File: config.mk
export PLATFORM = sky130hd
export DESIGN_NAME = writeback_stage
export DESIGN_NICKNAME = d
export VERILOG_FILES = /design/src/rtl/cpu_pkg.sv /design/src/rtl/load_align_unit.sv /design/src/rtl/writeback_stage.sv
export SDC_FILE = /design/constraint.sdc
export NUM_CORES = 1
export LEC_CHECK = 0
export CORE_UTILIZATION = 46
export DETAILED_ROUTE_END_ITERATION = 10
export PLACE_DENSITY = 0.85
export SLEW_MARGIN = 10
export SYNTH_ARGS = -nofsm -noshare
export SYNTH_HDL_FRONTEND = slang
export SYNTH_SLANG_ARGS = --single-unit
File: constraint.sdc
create_clock -name clk -period 5 [get_ports clk]
set_input_delay 1.5 -clock clk [delete_from_list [all_inputs] [get_ports clk]]
set_output_delay 1.5 -clock clk [all_outputs]
set_load 0.05 [all_outputs]
File: src/rtl/cpu_pkg.sv
// Shared CPU definitions: writeback result selects, load funct3 codes and
// writeback FSM state encoding.
package cpu_pkg;

   typedef enum logic [1:0] {
      WB_ALU  = 2'b00,
      WB_LOAD = 2'b01,
      WB_PC4  = 2'b10
   } wb_sel_t;

   localparam logic [2:0] F3_LB  = 3'b000;
   localparam logic [2:0] F3_LH  = 3'b001;
   localparam logic [2:0] F3_LW  = 3'b010;
   localparam logic [2:0] F3_LBU = 3'b100;
   localparam logic [2:0] F3_LHU = 3'b101;

   typedef enum logic [1:0] {
      IDLE      = 2'b00,
      LOAD_WAIT = 2'b01,
      COMMIT    = 2'b10
   } wb_state_t;

endpackage

File: src/rtl/load_align_unit.sv
// Combinational load data aligner: picks the byte/halfword/word addressed by
// offset out of the raw memory word and sign- or zero-extends it.
module load_align_unit
   import cpu_pkg::*;
#(
   parameter int W = 32
) (
   input  logic [2:0]   funct3,
   input  logic [1:0]   offset,
   input  logic [W-1:0] rdata,
   output logic [W-1:0] value,
   output logic         misaligned
);

   logic [7:0]  byte_v;
   logic [15:0] half_v;

   assign byte_v = rdata[{offset, 3'b000} +: 8];
   assign half_v = rdata[{offset[1], 4'b0000} +: 16];

   always_comb begin
      value      = '0;
      misaligned = 1'b0;
      case (funct3)
         F3_LB:  value = {{(W-8){byte_v[7]}}, byte_v};
         F3_LBU: value = {{(W-8){1'b0}}, byte_v};
         F3_LH: begin
            value      = {{(W-16){half_v[15]}}, half_v};
            misaligned = offset[0];
         end
         F3_LHU: begin
            value      = {{(W-16){1'b0}}, half_v};
            misaligned = offset[0];
         end
         F3_LW: begin
            value      = rdata;
            misaligned = (offset != 2'b00);
         end
         // Reserved load encodings are reported through the same error path.
         default: misaligned = 1'b1;
      endcase
   end

endmodule

File: src/rtl/writeback_stage.sv
// Writeback stage: retires instructions from MEM, waits on load data, and drives
// the register-file write port, forwarding bus and retired-instruction counter.
module writeback_stage
   import cpu_pkg::*;
#(
   parameter int W = 32,
   parameter int N = 32,
   localparam int AW = $clog2(N)
) (
   input  logic          clk,
   input  logic          rst,
   input  logic          in_valid,
   output logic          in_ready,
   input  logic [AW-1:0] in_rd,
   input  logic          in_wb_en,
   input  logic [1:0]    in_wb_sel,
   input  logic [2:0]    in_funct3,
   input  logic [W-1:0]  in_alu_result,
   input  logic [W-1:0]  in_pc_plus4,
   input  logic          mem_rvalid,
   input  logic [W-1:0]  mem_rdata,
   output logic          we,
   output logic [AW-1:0] addr_rd,
   output logic [W-1:0]  data_in,
   output logic          fwd_valid,
   output logic [AW-1:0] fwd_rd,
   output logic [W-1:0]  fwd_data,
   output logic          load_err,
   output logic [31:0]   instret
);

   wb_state_t     state, state_d;
   logic          accept, is_load;
   logic [AW-1:0] h_rd;
   logic          h_wb_en;
   logic [2:0]    h_funct3;
   logic [1:0]    h_offset;
   logic [W-1:0]  ld_value;
   logic          ld_err;
   logic          we_d, err_d;
   logic [AW-1:0] addr_d;
   logic [W-1:0]  data_d;

   assign in_ready = (state != LOAD_WAIT);
   assign accept   = in_valid && in_ready;
   assign is_load  = (in_wb_sel == 2'(WB_LOAD));

   // Only the fields a pending load needs later are held; non-load results
   // are written straight from the inputs in the acceptance cycle.
   always_ff @(posedge clk or negedge rst) begin
      if (!rst) begin
         h_rd     <= '0;
         h_wb_en  <= 1'b0;
         h_funct3 <= '0;
         h_offset <= '0;
      end else if (accept) begin
         h_rd     <= in_rd;
         h_wb_en  <= in_wb_en;
         h_funct3 <= in_funct3;
         h_offset <= in_alu_result[1:0];
      end
   end

   load_align_unit #(.W(W)) u_align (
      .funct3     (h_funct3),
      .offset     (h_offset),
      .rdata      (mem_rdata),
      .value      (ld_value),
      .misaligned (ld_err)
   );

   always_comb begin
      state_d = state;
      we_d    = 1'b0;
      err_d   = 1'b0;
      addr_d  = addr_rd;
      data_d  = data_in;
      case (state)
         LOAD_WAIT: begin
            if (mem_rvalid) begin
               state_d = COMMIT;
               we_d    = h_wb_en && (h_rd != '0) && !ld_err;
               err_d   = ld_err;
               addr_d  = h_rd;
               data_d  = ld_value;
            end
         end
         default: begin
            state_d = IDLE;
            if (accept) begin
               if (is_load) begin
                  state_d = LOAD_WAIT;
               end else begin
                  state_d = COMMIT;
                  we_d    = in_wb_en && (in_rd != '0) && (in_wb_sel != 2'b11);
                  addr_d  = in_rd;
                  data_d  = (in_wb_sel == 2'(WB_PC4)) ? in_pc_plus4 : in_alu_result;
               end
            end
         end
      endcase
   end

   always_ff @(posedge clk or negedge rst) begin
      if (!rst) begin
         state     <= IDLE;
         we        <= 1'b0;
         addr_rd   <= '0;
         data_in   <= '0;
         fwd_valid <= 1'b0;
         fwd_rd    <= '0;
         fwd_data  <= '0;
         load_err  <= 1'b0;
         instret   <= '0;
      end else begin
         state     <= state_d;
         we        <= we_d;
         addr_rd   <= addr_d;
         data_in   <= data_d;
         fwd_valid <= we_d;
         fwd_rd    <= addr_d;
         fwd_data  <= data_d;
         load_err  <= err_d;
         if (state == COMMIT) instret <= instret + 32'd1;
      end
   end

endmodule
# Word-level counts from Yosys, hierarchy flattened
# Index checks and enable logic that the tools add are counted.
[word_totals] inputBits=111 word_cells=60 reg_bits=84 output_inout_bits=110
[op_classes] n_eq_ne=12 muxes=21 addsub=1 n_reduce_logical=14 shift=2
[op_table] op="two-way mux 32 bit" count=5
[op_table] op="case mux 32 bit (5 select lines)" count=1
[op_table] op="adder 32 x 1 -> 32 bit, second input constant" count=1
[op_table] op="variable part select 32 x 6 -> 16 bit" count=1
[op_table] op="variable part select 32 x 6 -> 8 bit" count=1
[op_table] op="two-way mux 5 bit" count=4
[op_table] op="nonzero test 5 bit" count=2
[op_table] op="two-way mux 2 bit" count=4
[op_table] op="== test 3 bit, second input constant" count=2
[op_table] op="two-way mux 1 bit" count=6
[op_table] op="logical AND 1 bit" count=5
[op_table] op="== test 2 x 1 -> 1 bit, second input constant" count=2
[op_table] op="== test 2 bit, second input constant" count=2
[op_table] op="!= test 2 x 1 -> 1 bit, second input constant" count=2
[op_table] op="!= test 2 bit, second input constant" count=2
[op_table] op="nonzero test 2 bit" count=2
[op_table] op="OR reduction 2 bit" count=2
[op_table] op="== test 3 x 1 -> 1 bit, second input constant" count=1
[op_table] op="== test 3 x 2 -> 1 bit, second input constant" count=1
[op_table] op="logical NOT 3 bit" count=1
[op_table] op="case mux 1 bit (3 select lines)" count=1
[op_table] op="AND reduction 3 bit" count=1
[op_table] op="logical NOT 1 bit" count=1

# Depth between registers and ports, before layout
# Gate-level depths: netlist of the first run.
[logic_depth] word_depth=7 ltp_mapped=7 depth_no_buf=5

# Modules after synthesis
# From an unflattened synthesis of the first run, not the netlist that was laid out.
[unflattened] hier_cells=512 hier_area_um2=5320.1
[modules_own_cells] module="writeback_stage" seq_area_each_um2=2102.0 n_inst=1 area_each_um2=4420.5 cells_each=404
[modules_own_cells] module="load_align_unit" seq_area_each_um2=0.0 n_inst=1 area_each_um2=899.6 cells_each=108

# Worst setup path after synthesis of the first run
# OpenSTA, ideal clock, no wires.
[synth_timing] kind="flip-flop to output port" start="reg state[0]" end="out in_ready" arrival_ns=1.279 stages_incl_launch_ff=4 n_path_buf=1 slack_ns=2.221 required_ns=3.500 cell_sequence="dfrtp_1 > nor2b_2 > inv_1 > clkbuf_1"
[synth_between] elab_chain_len=1
[synth_lines] element="start: declaration" line="writeback_stage.sv:32" source="wb_state_t state, state_d;"
[synth_lines] element="start signal: assignment" line="writeback_stage.sv:116" source="state <= state_d;"
[synth_lines] element="!= test 2 x 1 -> 1 bit" line="writeback_stage.sv:44" source="assign in_ready = (state != LOAD_WAIT);"
[synth_lines] element="end: declaration" line="writeback_stage.sv:13" source="output logic in_ready,"
# No other way between the ends.

# Worst setup path in the final report of the first run
# Ends and elaborated chain as after synthesis.

==> impl_results.md, run 1 <==
- Outcome: complete, no violations
- # H-tree levels: 3
- Largest stage delay on the critical path: 0.89 ns
- Ys flop type: dfrtp_1
- First-pass GRT wire length: around 23 mm
- CTS tree: built
- CP Cell Sequence: nor2b_2, inv_1, clkdlybuf4s50_1
- Syn nets: just under 600
- Vias in the first global route: about 4500
- Final hold viol count: 0
- Hold WS: roughly 0.47 ns
- DRT iter0 DRCs: between 200 and 300
- Hold path cells: 1
- Fin. max-slew vios: 0
- Fillcell total: 804
- Post-synthesis instance total: 480
- DP Worst Slack: around 1.1 ns
- Buf/Inv on CP: 2
- Largest net degree at the start of global routing: 85
- PwrDens: 373 mW/mm2
- Synth area leaders: dfrtp_1 (43%), mux2i_1 (6.5%), buf_4 (6.1%)
- Synth-to-layout area growth: 43.6%
- IO Port Bufs: 220
- Worst Path Arrival: 2.20 ns
- Leakage Power: about 2.8 nW
- Seq cells post-synth: 84
- Max Freq: around 270 MHz
- Actual slew at the worst max-slew pin: approximately 1.1 ns
- Critical path depth: 3
- Yosys cell types: 54
- DR vias: between 4000 and 5000
- Detailed-route DRC error count: 0
- Commonest cells post-synth: dfrtp_1 (84), nand2_1 (42), buf_4 (40)
- Synth area leader: dfrtp_1
- Post-Layout Cell Count: around 800
- Slowest CP cell: clkdlybuf4s50_1
- Top-count cell post-synth: dfrtp_1
- CP Launch Point: state[0]$_DFFE_PN0P_
- Overall Global Routing Usage: 27.0%
- Syn. warnings: 0
- Cells after DPL: 773
- Final Cycle Share: approximately three quarters
- Hold Crit Class: register to register
- Ant diodes: 0
- Worst Path Class, Setup: register to output port
- Clock sinks: 84
- RSZ-0062 raised after global routing: no
- Layout cells sized above 1: under 10%
- Req. time, crit path: approximately 3.5 ns
- Die Span X: around 110 um
- Overflow after GRT: 0
- CP Capture Type: output port
- CP max FO: 13
- Worst R2R Path Depth: 6
- Final Setup Violations: 0
- Post-Syn Area per Cell: roughly 10 um2
- Multi-input gate area: about 0.0024 mm2
- Tmin final: 3.70 ns
- Starting density of the core: 47.5%
- RePlAce Congestion: around 0.87
- Antenna-violating nets left: 0
- Min-delay src: instret[31]$_DFFE_PN0N_
- Total negative slack: 0 ns
- Top delay family on crit path: buffers and inverters
- Slew headroom: approximately 30%
- I/O Pins: 221
- Site Rows: 37
- Max cap viols: 0
- Maximum VDD drop: 282 uV
- Yosys top cell area share: roughly 43%
- Initial antenna violation count: 0
- Die Height: roughly 110 um
- FF/Latch Area: 0.00210 mm2
- Asr flop ratio synth: 100%
- DRT Wirelength: around 15 mm
- Vias per cell: 5.76
- Crit path launch type: register
- Synthesized area: 0.00492 mm2
- Clock tree buffer depth: 2
- Total CTS buffers: 9
- CTS Hold Buffers Added: 0
- Die area: 0.0111 mm2
- Drt pass-1 iters: 5
- Worst R2R Start: state[0]$_DFFE_PN0P_
- Drt wl/cell: about 18 um
- Post-layout nets: between 700 and 800
- Worst Setup Slack, final: approximately 1.3 ns
- Worst Skew: a little under 0.009 ns
- Root Driver: clkbuf_8
- Worst-path clk slew: 0.09 ns
- Post-DP HPWL: 11.3 mm
- Cts repair resizes: 0
- Later-pin clock latency in the skew report: approximately 0.37 ns
- Register area share after synthesis: 42.7%
- Postcts setup bufs: 0
- Core box area: between 0.01 and 0.015 mm2
- Post-synth EDFFs: 0
-- sequential cells by signal, indices dropped and copies added, names as in the netlist, 2 cells and up --
name,flops
h_offset,2
fwd_rd,5
h_rd,5
instret,32
state,2
fwd_data,32
h_funct3,3
-- metrics by stage --
| step | area, um2 | utilization, % | power, mW |
|---|---|---|---|
| 6_report | 7070 | 68.1 | 2.64 |
| 5_1_grt | 7070 | 68.1 | 2.74 |
| 2_1_floorplan | 4920 | - | 1.79 |
| 3_5_place_dp | 6880 | 66.4 | 2.19 |
| 3_3_place_gp | 6880 | 66.4 | 2.17 |
| 4_1_cts | 7070 | 68.1 | 2.65 |
-- cell type report --
| class | count | area share, % |
|---|---|---|
| well taps | 136 | 2.41 |
| clock inverters | 7 | 0.832 |
| flip-flops and latches | 84 | 29.8 |
| clock buffers | 9 | 1.75 |
| repair buffers | 222 | 31.3 |
| inverters | 5 | 0.266 |
| multi-input cells | 326 | 33.6 |
-- path summary, 6_finish.rpt --
check                                           end  slack (ns)
max                                        in_ready        1.30
max reg2reg                fwd_data[13]$_DFFE_PN0P_        2.26
min in group asynchronous  fwd_data[13]$_DFFE_PN0P_        1.30
min                         instret[31]$_DFFE_PN0N_        0.47
min reg2reg                 instret[31]$_DFFE_PN0N_        0.47
max in group asynchronous   instret[16]$_DFFE_PN0N_        3.01
-- layout by cell type, fill, tap and decap left out, drive strengths merged, types with 9 or more instances in the layout --
cell type      count
a21oi             18
a221o             14
a22oi              9
and2               9
clkbuf             9
clkdlybuf4s50    219
dfrtp             84
mux2              21
mux2i             32
nand2             42
nand4             11
nor2              12
nor3              12
nor4               9
o21ai             21
o22a              25
xnor2             15
xor2              16
-- cell families after synthesis --
group,count (synthesis),share of synthesized area [%]
adder cells (fa/ha/maj),1,0.254
buffers and inverters,70,9.13
AO/OA/AOI/OAI,108,16.1
AND/OR/NAND/NOR,133,14.7
multiplexers,53,11.5
XOR/XNOR,31,5.52
flip-flops,84,42.7
-- power by group --
group          total [mW]  leakage [nW]  switching (mW)  internal (mW)
Clock               0.459        0.0921           0.271          0.188
Combinational        1.27          1.69           0.796          0.473
Sequential          0.910          1.04           0.130          0.780
Total                2.64          2.82            1.20           1.44
-- metal layers --
| metal | vias up | track usage, % | wire [um] | share of wire [%] |
|---|---|---|---|---|
| met3 | 48 | 4.82 | 854 | 5.9 |
| met1 | 2201 | 32.8 | 5900 | 41 |
| met2 | 226 | 45.9 | 7230 | 50 |
| met4 | 0 | 13.8 | 567 | 3.9 |
| met5 | - | 0 | 0 | 0 |
| li1 | 2069 | - | - | - |
No activity file was read; power rests on OpenSTA's default activity.
==> run 2: changes to the inputs <==
--- a/config.mk
+++ b/config.mk
@@ -5,9 +5,9 @@
 export SDC_FILE = /design/constraint.sdc
 export NUM_CORES = 1
 export LEC_CHECK = 0
-export CORE_UTILIZATION = 46
+export CORE_UTILIZATION = 42
 export DETAILED_ROUTE_END_ITERATION = 10
-export PLACE_DENSITY = 0.85
+export PLACE_DENSITY = 0.79
 export SLEW_MARGIN = 10
 export SYNTH_ARGS = -nofsm -noshare
 export SYNTH_HDL_FRONTEND = slang
==> constraint.sdc (replaced) <==
create_clock -name clk -period 3.6 [get_ports clk]
set_input_delay 1.08 -clock clk [delete_from_list [all_inputs] [get_ports clk]]
set_output_delay 1.08 -clock clk [all_outputs]
set_load 0.05 [all_outputs]
==> run 2 against run 1 <==
Sequential power is 40% higher. Combinational power is 39% higher. Largest power group unchanged. Final area is 2.8% higher. Sequential share of layout area is 0.80 points lower. First-iteration DRC count is 23% higher. Clock power is 120% higher. Routed wire length is 3.5% higher. Global-route usage is 1.7 points lower. Non-clock buffer count is 3 higher. Die area is 9.3% higher. Clock skew is 0.0028 ns lower. Critical path depth is 2 lower.
==> impl_results.md, run 2 (synthesized netlist as in run 1, its figures left out) <==
- Slew headroom: 27.8% (-2.2 points)
- Switch share: 41.2% (-4.2 points)
- Outcome: complete, no violations
- Clock sinks: 84 (unchanged)
- Core box area: 0.0114 mm2 (+10%)
- Die Height: 110 um (+4.6%)
- RePlAce Congestion: 0.886 (+1.9%)
- Die Span X: 110 um (+4.6%)
- Largest net degree at the start of global routing: 85 (unchanged)
- Maximum VDD drop: 538 uV (+90%)
- DR vias: 4472 (-1.6%)
- Max cap viols: 0 (unchanged)
- Worst Path Arrival: 1.66 ns (-0.54 ns)
- I/O Pins: 221 (unchanged)
- Worst Skew: 0.00598 ns (-0.00284 ns)
- Pint: 2.38 mW (+65%)
- Combinational share of power: 43.5% (-4.6 points)
- Antenna-violating nets left: 0 (unchanged)
- Worst Path Class, Setup: register to output port
- Final hold viol count: 0 (unchanged)
- DRT Wirelength: 15.1 mm (+3.5%)
- Final Cycle Share: about three quarters
- Met1 usage: 30.8% (-2.0 points)
- Drt wl/cell: 18.8 um (+2.2%)
- Synth-to-layout area growth: 47.6%
- Actual slew at the worst max-slew pin: 1.08 ns (+0.0323 ns)
- Starting density of the core: 43.1% (-4.4 points)
- Buf/Inv on CP: 1 (-1)
- Initial antenna violation count: 0 (unchanged)
- CTS Hold Buffers Added: 0 (unchanged)
- Final non-filler cell area: 0.00726 mm2 (+2.8%)
- Post-layout nets: 763 (+0.39%)
- Placement Cell Area: 0.00693 mm2 (+0.67%)
- Largest stage delay on the critical path: 0.85 ns (-0.04 ns)
- IO Port Bufs: 220 (unchanged)
- Gr busiest metal: met2
- CP Cell Sequence: clkdlybuf4s50_1
- Site Rows: 39 (+5.4%)
- Detailed-route DRC error count: 0 (unchanged)
- Most frequent cells in the layout: clkdlybuf4s50_1 (218), dfrtp_1 (84), nand2_1 (42)
- Postcts setup bufs: 0 (unchanged)
- CP Capture Type: output port
- GR Util met2: 44.1% (-1.7 points)
- First-pass GRT wire length: 23.0 mm (-1.2%)
- Top delay family on crit path: buffers and inverters
- Routing usage on met3: 4.29% (-0.53 points)
- Biggest regs: fwd_data x32, instret x32
- Vias in the first global route: 4438 (-1.8%)
- Ant diodes: 0 (unchanged)
- Die area: 0.0122 mm2 (+9.3%)
- Power share of the clock group: 25.2% (+7.8 points)
- Post-DP HPWL: 11.3 mm (+0.62%)
- Crit path launch type: register
- Req. time, crit path: 2.52 ns (-0.98 ns)
- Later-pin clock latency in the skew report: 0.34 ns (-0.03 ns)
- DRT iter0 DRCs: 326 (+23%)
- Drt pass-1 iters: 4 (-1)
- Sequential power share: 31.3% (-3.2 points)
- Most common cell after layout, fill and taps aside: clkdlybuf4s50_1
- Layout cells sized above 1: 7.77% (+0.58 points)
- Total negative slack: 0 ns (unchanged)
- Fillcell total: 935 (+16%)
- Vias per cell: 5.60 (-2.8%)
- Max Freq: around 370 MHz
- Cts repair resizes: 0 (unchanged)
- CTS tree: built
- RSZ-0062 raised after global routing: no
- PwrDens: 558 mW/mm2 (+49%)
- Overall Global Routing Usage: 25.3% (-1.7 points)
- Overflow after GRT: 0 (unchanged)
- Hold Crit Class: register to register
- Fin. max-slew vios: 0 (unchanged)
- Leakage Power: 2.91 nW (+3.1%)
- Worst-path clk slew: 0.07 ns (-0.02 ns)
- CP max FO: 7 (-6)
- Tmin final: 2.74 ns
- Slowest CP cell: clkdlybuf4s50_1
- Final Setup Violations: 0 (unchanged)
- Clock tree buffer depth: 2 (unchanged)
- Total CTS buffers: 9 (unchanged)
- Root Driver: clkbuf_16
- Sw Pwr: 1.67 mW (+39%)
- # H-tree levels: 3 (unchanged)
==> run 2: metal layers <==
metal / vias up / part of all wire (%) / wire [um]
met5: - / 0 / 0
met4: 0 / 2.5 / 381
met3: 26 / 6.0 / 909
met2: 170 / 51 / 7650
met1: 2199 / 41 / 6120
li1: 2077 / - / -
==> run 2: area by class of cell <==
cell class	instances	area, um2	area share (%)
timing repair buffer	225	2250	30.9
sequential	84	2100	28.9
multi-input combinational	326	2380	32.8
tap	143	179	2.46
clock inverter	6	93.8	1.29
inverter	5	18.8	0.258
clock buffer	10	239	3.29
==> run 2: path summary, 6_finish.rpt <==
| path | from | endpoint | slack (ns) | cells past startpoint |
|---|---|---|---|---|
| worst max-delay path | instret[16]$_DFFE_PN0N_ | instret[16] | 0.86 | 1 |
| worst min-delay path | instret[31]$_DFFE_PN0N_ | instret[31]$_DFFE_PN0N_ | 0.48 | 1 |
| worst max register to register | h_offset[1]$_DFFE_PN0P_ | fwd_data[20]$_DFFE_PN0P_ | 1.28 | 4 |
| worst min register to register | instret[31]$_DFFE_PN0N_ | instret[31]$_DFFE_PN0N_ | 0.48 | 1 |
| max in group asynchronous | rst | fwd_data[16]$_DFFE_PN0P_ | 1.96 | 1 |
| min in group asynchronous | rst | instret[6]$_DFFE_PN0N_ | 0.93 | 1 |
==> run 2: per-stage QoR <==
step           utilization (%)  worst slack (ns)  hold WS [ns]  total power, mW  cells
2_1_floorplan                -              1.24         0.480             2.48    480
3_3_place_gp              60.7             0.650         0.460             3.02    783
3_5_place_dp              60.7             0.595         0.465             3.04    783
4_1_cts                   63.6             0.860         0.474             4.08    799
5_1_grt                   63.6             0.831         0.492             4.21    799
6_report                  63.6             0.865         0.480             4.05    799
==> run 2: power by group through the flow <==
| stage | Sequential [mW] | Clock (mW) | Combinational (mW) |
|---|---|---|---|
| 6_report | 1.27 | 1.02 | 1.76 |
| 5_1_grt | 1.29 | 1.08 | 1.84 |
| 4_1_cts | 1.27 | 1.04 | 1.77 |
| 3_5_place_dp | 1.28 | 0 | 1.76 |
| 3_3_place_gp | 1.27 | 0 | 1.74 |
| 2_1_floorplan | 1.65 | 0 | 0.834 |
==> run 3: changes to the inputs <==
==> constraint.sdc (replaced) <==
create_clock -name clk -period 2.55 [get_ports clk]
set_input_delay 0.765 -clock clk [delete_from_list [all_inputs] [get_ports clk]]
set_output_delay 0.765 -clock clk [all_outputs]
set_load 0.05 [all_outputs]
==> run 3 against run 2 <==
Count of clock-buffer cells in the layout unchanged. Core utilization increased by 0.58 points. Combinational power increased by 43%. Die area unchanged. Clock power increased by 29%. Setup slack got worse by 0.75 ns. Critical path depth unchanged. Sequential share of layout area decreased by 0.26 points. Non-clock buffer count increased by 8. Highest routed layer unchanged.
==> impl_results.md, run 3 (synthesized netlist as in run 1, its figures left out) <==
- Combinational share of power: 44.7% (+1.2 points)
- Ant diodes: 0 (unchanged)
- Total CTS buffers: 9 (unchanged)
- Later-pin clock latency in the skew report: 0.34 ns (about the same)
- DR vias: 4475 (+0.067%)
- Met2 routed WL: 7.59 mm (-0.80%)
- DRT iter0 DRCs: 199 (-39%)
- Sw Pwr: 2.38 mW (+43%)
- Clock tree buffer depth: 2 (unchanged)
- Worst Skew: 0.00826 ns (+0.00227 ns)
- Die Span X: 110 um (unchanged)
- Slew headroom: 46.8% (+19 points)
- RSZ-0062 raised after global routing: no
- Outcome: complete, no violations
- Cts repair resizes: 0 (unchanged)
- Drt wl/cell: 18.5 um (-1.6%)
- Sequential power share: 31.8% (+0.5 points)
- Vias in the first global route: 4406 (-0.72%)
- Worst Path Class, Setup: register to output port
- Hold WS: 0.352 ns (-0.128 ns)
- Crit path launch type: register
- # H-tree levels: 3 (unchanged)
- Max Freq: 411 MHz
- Final non-filler cell area: 0.00733 mm2 (+0.91%)
- Root Driver: clkbuf_16
- Fin. max-slew vios: 0 (unchanged)
- Worst Path Arrival: 1.67 ns (about the same)
- Placement Cell Area: 0.00703 mm2 (+1.4%)
- Antenna-violating nets left: 0 (unchanged)
- Leakage Power: 2.94 nW (+0.95%)
- Top delay family on crit path: buffers and inverters
- Detailed-route DRC error count: 0 (unchanged)
- Total negative slack: 0 ns (unchanged)
- Site Rows: 39 (unchanged)
- Die area: 0.0122 mm2 (unchanged)
- Core box area: 0.0114 mm2 (unchanged)
- CTS Hold Buffers Added: 0 (unchanged)
- Switch share: 42.2% (+1.0 points)
- Postcts setup bufs: 0 (unchanged)
- Most frequent cells in the layout: clkdlybuf4s50_1 (218), dfrtp_1 (84), nand2_1 (42)
- Die Height: 110 um (unchanged)
- CP Capture Type: output port
- Overflow after GRT: 0 (unchanged)
- Buf/Inv on CP: 1 (unchanged)
- Hold Crit Class: input port to asynchronous set/reset pin
- CP Cell Sequence: clkdlybuf4s50_1
- PwrDens: 769 mW/mm2 (+38%)
- Synth-to-layout area growth: 48.9%
- Top routing layer in use: met4
- Final Cycle Share: approximately 95%
- Biggest regs: fwd_data x32, instret x32
- Post-DP HPWL: 11.6 mm (+2.1%)
- RePlAce Congestion: 0.886 (about the same)
- Initial antenna violation count: 0 (unchanged)
- Req. time, crit path: 1.79 ns (-0.73 ns)
- Largest net degree at the start of global routing: 41 (-52%)
- Post-layout nets: 771 (+1.0%)
- Largest stage delay on the critical path: 0.86 ns (about the same)
- Starting density of the core: 43.1% (unchanged)
- CTS tree: built
- Worst-path clk slew: 0.07 ns (about the same)
- I/O Pins: 221 (unchanged)
- Fillcell total: 935 (unchanged)
- Max cap viols: 0 (unchanged)
- First-pass GRT wire length: 23.1 mm (+0.18%)
- Worst R2R Path Depth: 4 (unchanged)
- CP max FO: 7 (unchanged)
- Most common cell after layout, fill and taps aside: clkdlybuf4s50_1
- Final Setup Violations: 0 (unchanged)
- Slowest CP cell: clkdlybuf4s50_1
- Drt pass-1 iters: 5 (+1)
- Maximum VDD drop: 617 uV (+15%)
- Final hold viol count: 0 (unchanged)
- IO Port Bufs: 220 (unchanged)
- Vias per cell: 5.55 (-0.92%)
- Power share of the clock group: 23.5% (-1.7 points)
- Actual slew at the worst max-slew pin: 0.797 ns (-0.287 ns)
- Layout cells sized above 1: 8.73% (+0.96 points)
- Critical path depth: 1 (unchanged)
- Metal3 WL: 1.06 mm (+16%)
- Pint: 3.26 mW (+37%)
- Overall Global Routing Usage: 25.2% (-0.089 points)
- Wl on met1: 6.01 mm (-1.7%)
- DRT Wirelength: 15.0 mm (-0.61%)
- Tmin final: 2.43 ns
- Total power draw: 5.64 mW (+39%)
- Clock sinks: 84 (unchanged)
==> run 3: path summary, 6_finish.rpt <==
path | start | end | slack (ns)
hold reg to reg | instret[31]$_DFFE_PN0N_ | instret[31]$_DFFE_PN0N_ | 0.48
hold / removal | rst | fwd_data[6]$_DFFE_PN0P_ | 0.35
min in group clk | instret[31]$_DFFE_PN0N_ | instret[31]$_DFFE_PN0N_ | 0.48
setup reg to reg | h_offset[1]$_DFFE_PN0P_ | fwd_data[0]$_DFFE_PN0P_ | 0.44
max in group asynchronous | rst | fwd_data[1]$_DFFE_PN0P_ | 1.52
setup / recovery | instret[16]$_DFFE_PN0N_ | instret[16] | 0.12
==> run 3: layer usage <==
metal / global-route usage (%) / vias to the layer above
met5: 0 / -
li1: - / 2093
met3: 5.64 / 23
met1: 30.5 / 2158
met2: 44.5 / 201
met4: 7.42 / 0
==> run 3: area by class of cell <==
class / instances / area (um2) / share of cell area [%]
Clock inverter: 6 / 72.6 / 0.990
Tap cell: 143 / 179 / 2.44
Clock buffer: 10 / 229 / 3.12
Inverter: 5 / 18.8 / 0.256
Multi-Input combinational cell: 326 / 2380 / 32.5
Timing Repair Buffer: 233 / 2340 / 32.0
Sequential cell: 84 / 2100 / 28.7
==> run 3: through the flow <==
step | cells | setup WS (ns) | util [%]
after floorplan | 480 | 0.506 | -
after global placement | 791 | 0.0782 | 61.5
after detailed placement | 791 | 0.0589 | 61.5
after CTS | 807 | 0.110 | 64.2
after global routing | 807 | 0.0657 | 64.2
final | 807 | 0.118 | 64.2
==> run 3: power by group through the flow <==
stage / logic (mW) / registers, mW / clock network [mW]
6_report: 2.52 / 1.79 / 1.32
5_1_grt: 2.63 / 1.83 / 1.40
4_1_cts: 2.53 / 1.79 / 1.34
3_5_place_dp: 2.52 / 1.82 / 0
3_3_place_gp: 2.49 / 1.80 / 0
2_1_floorplan: 1.18 / 2.33 / 0
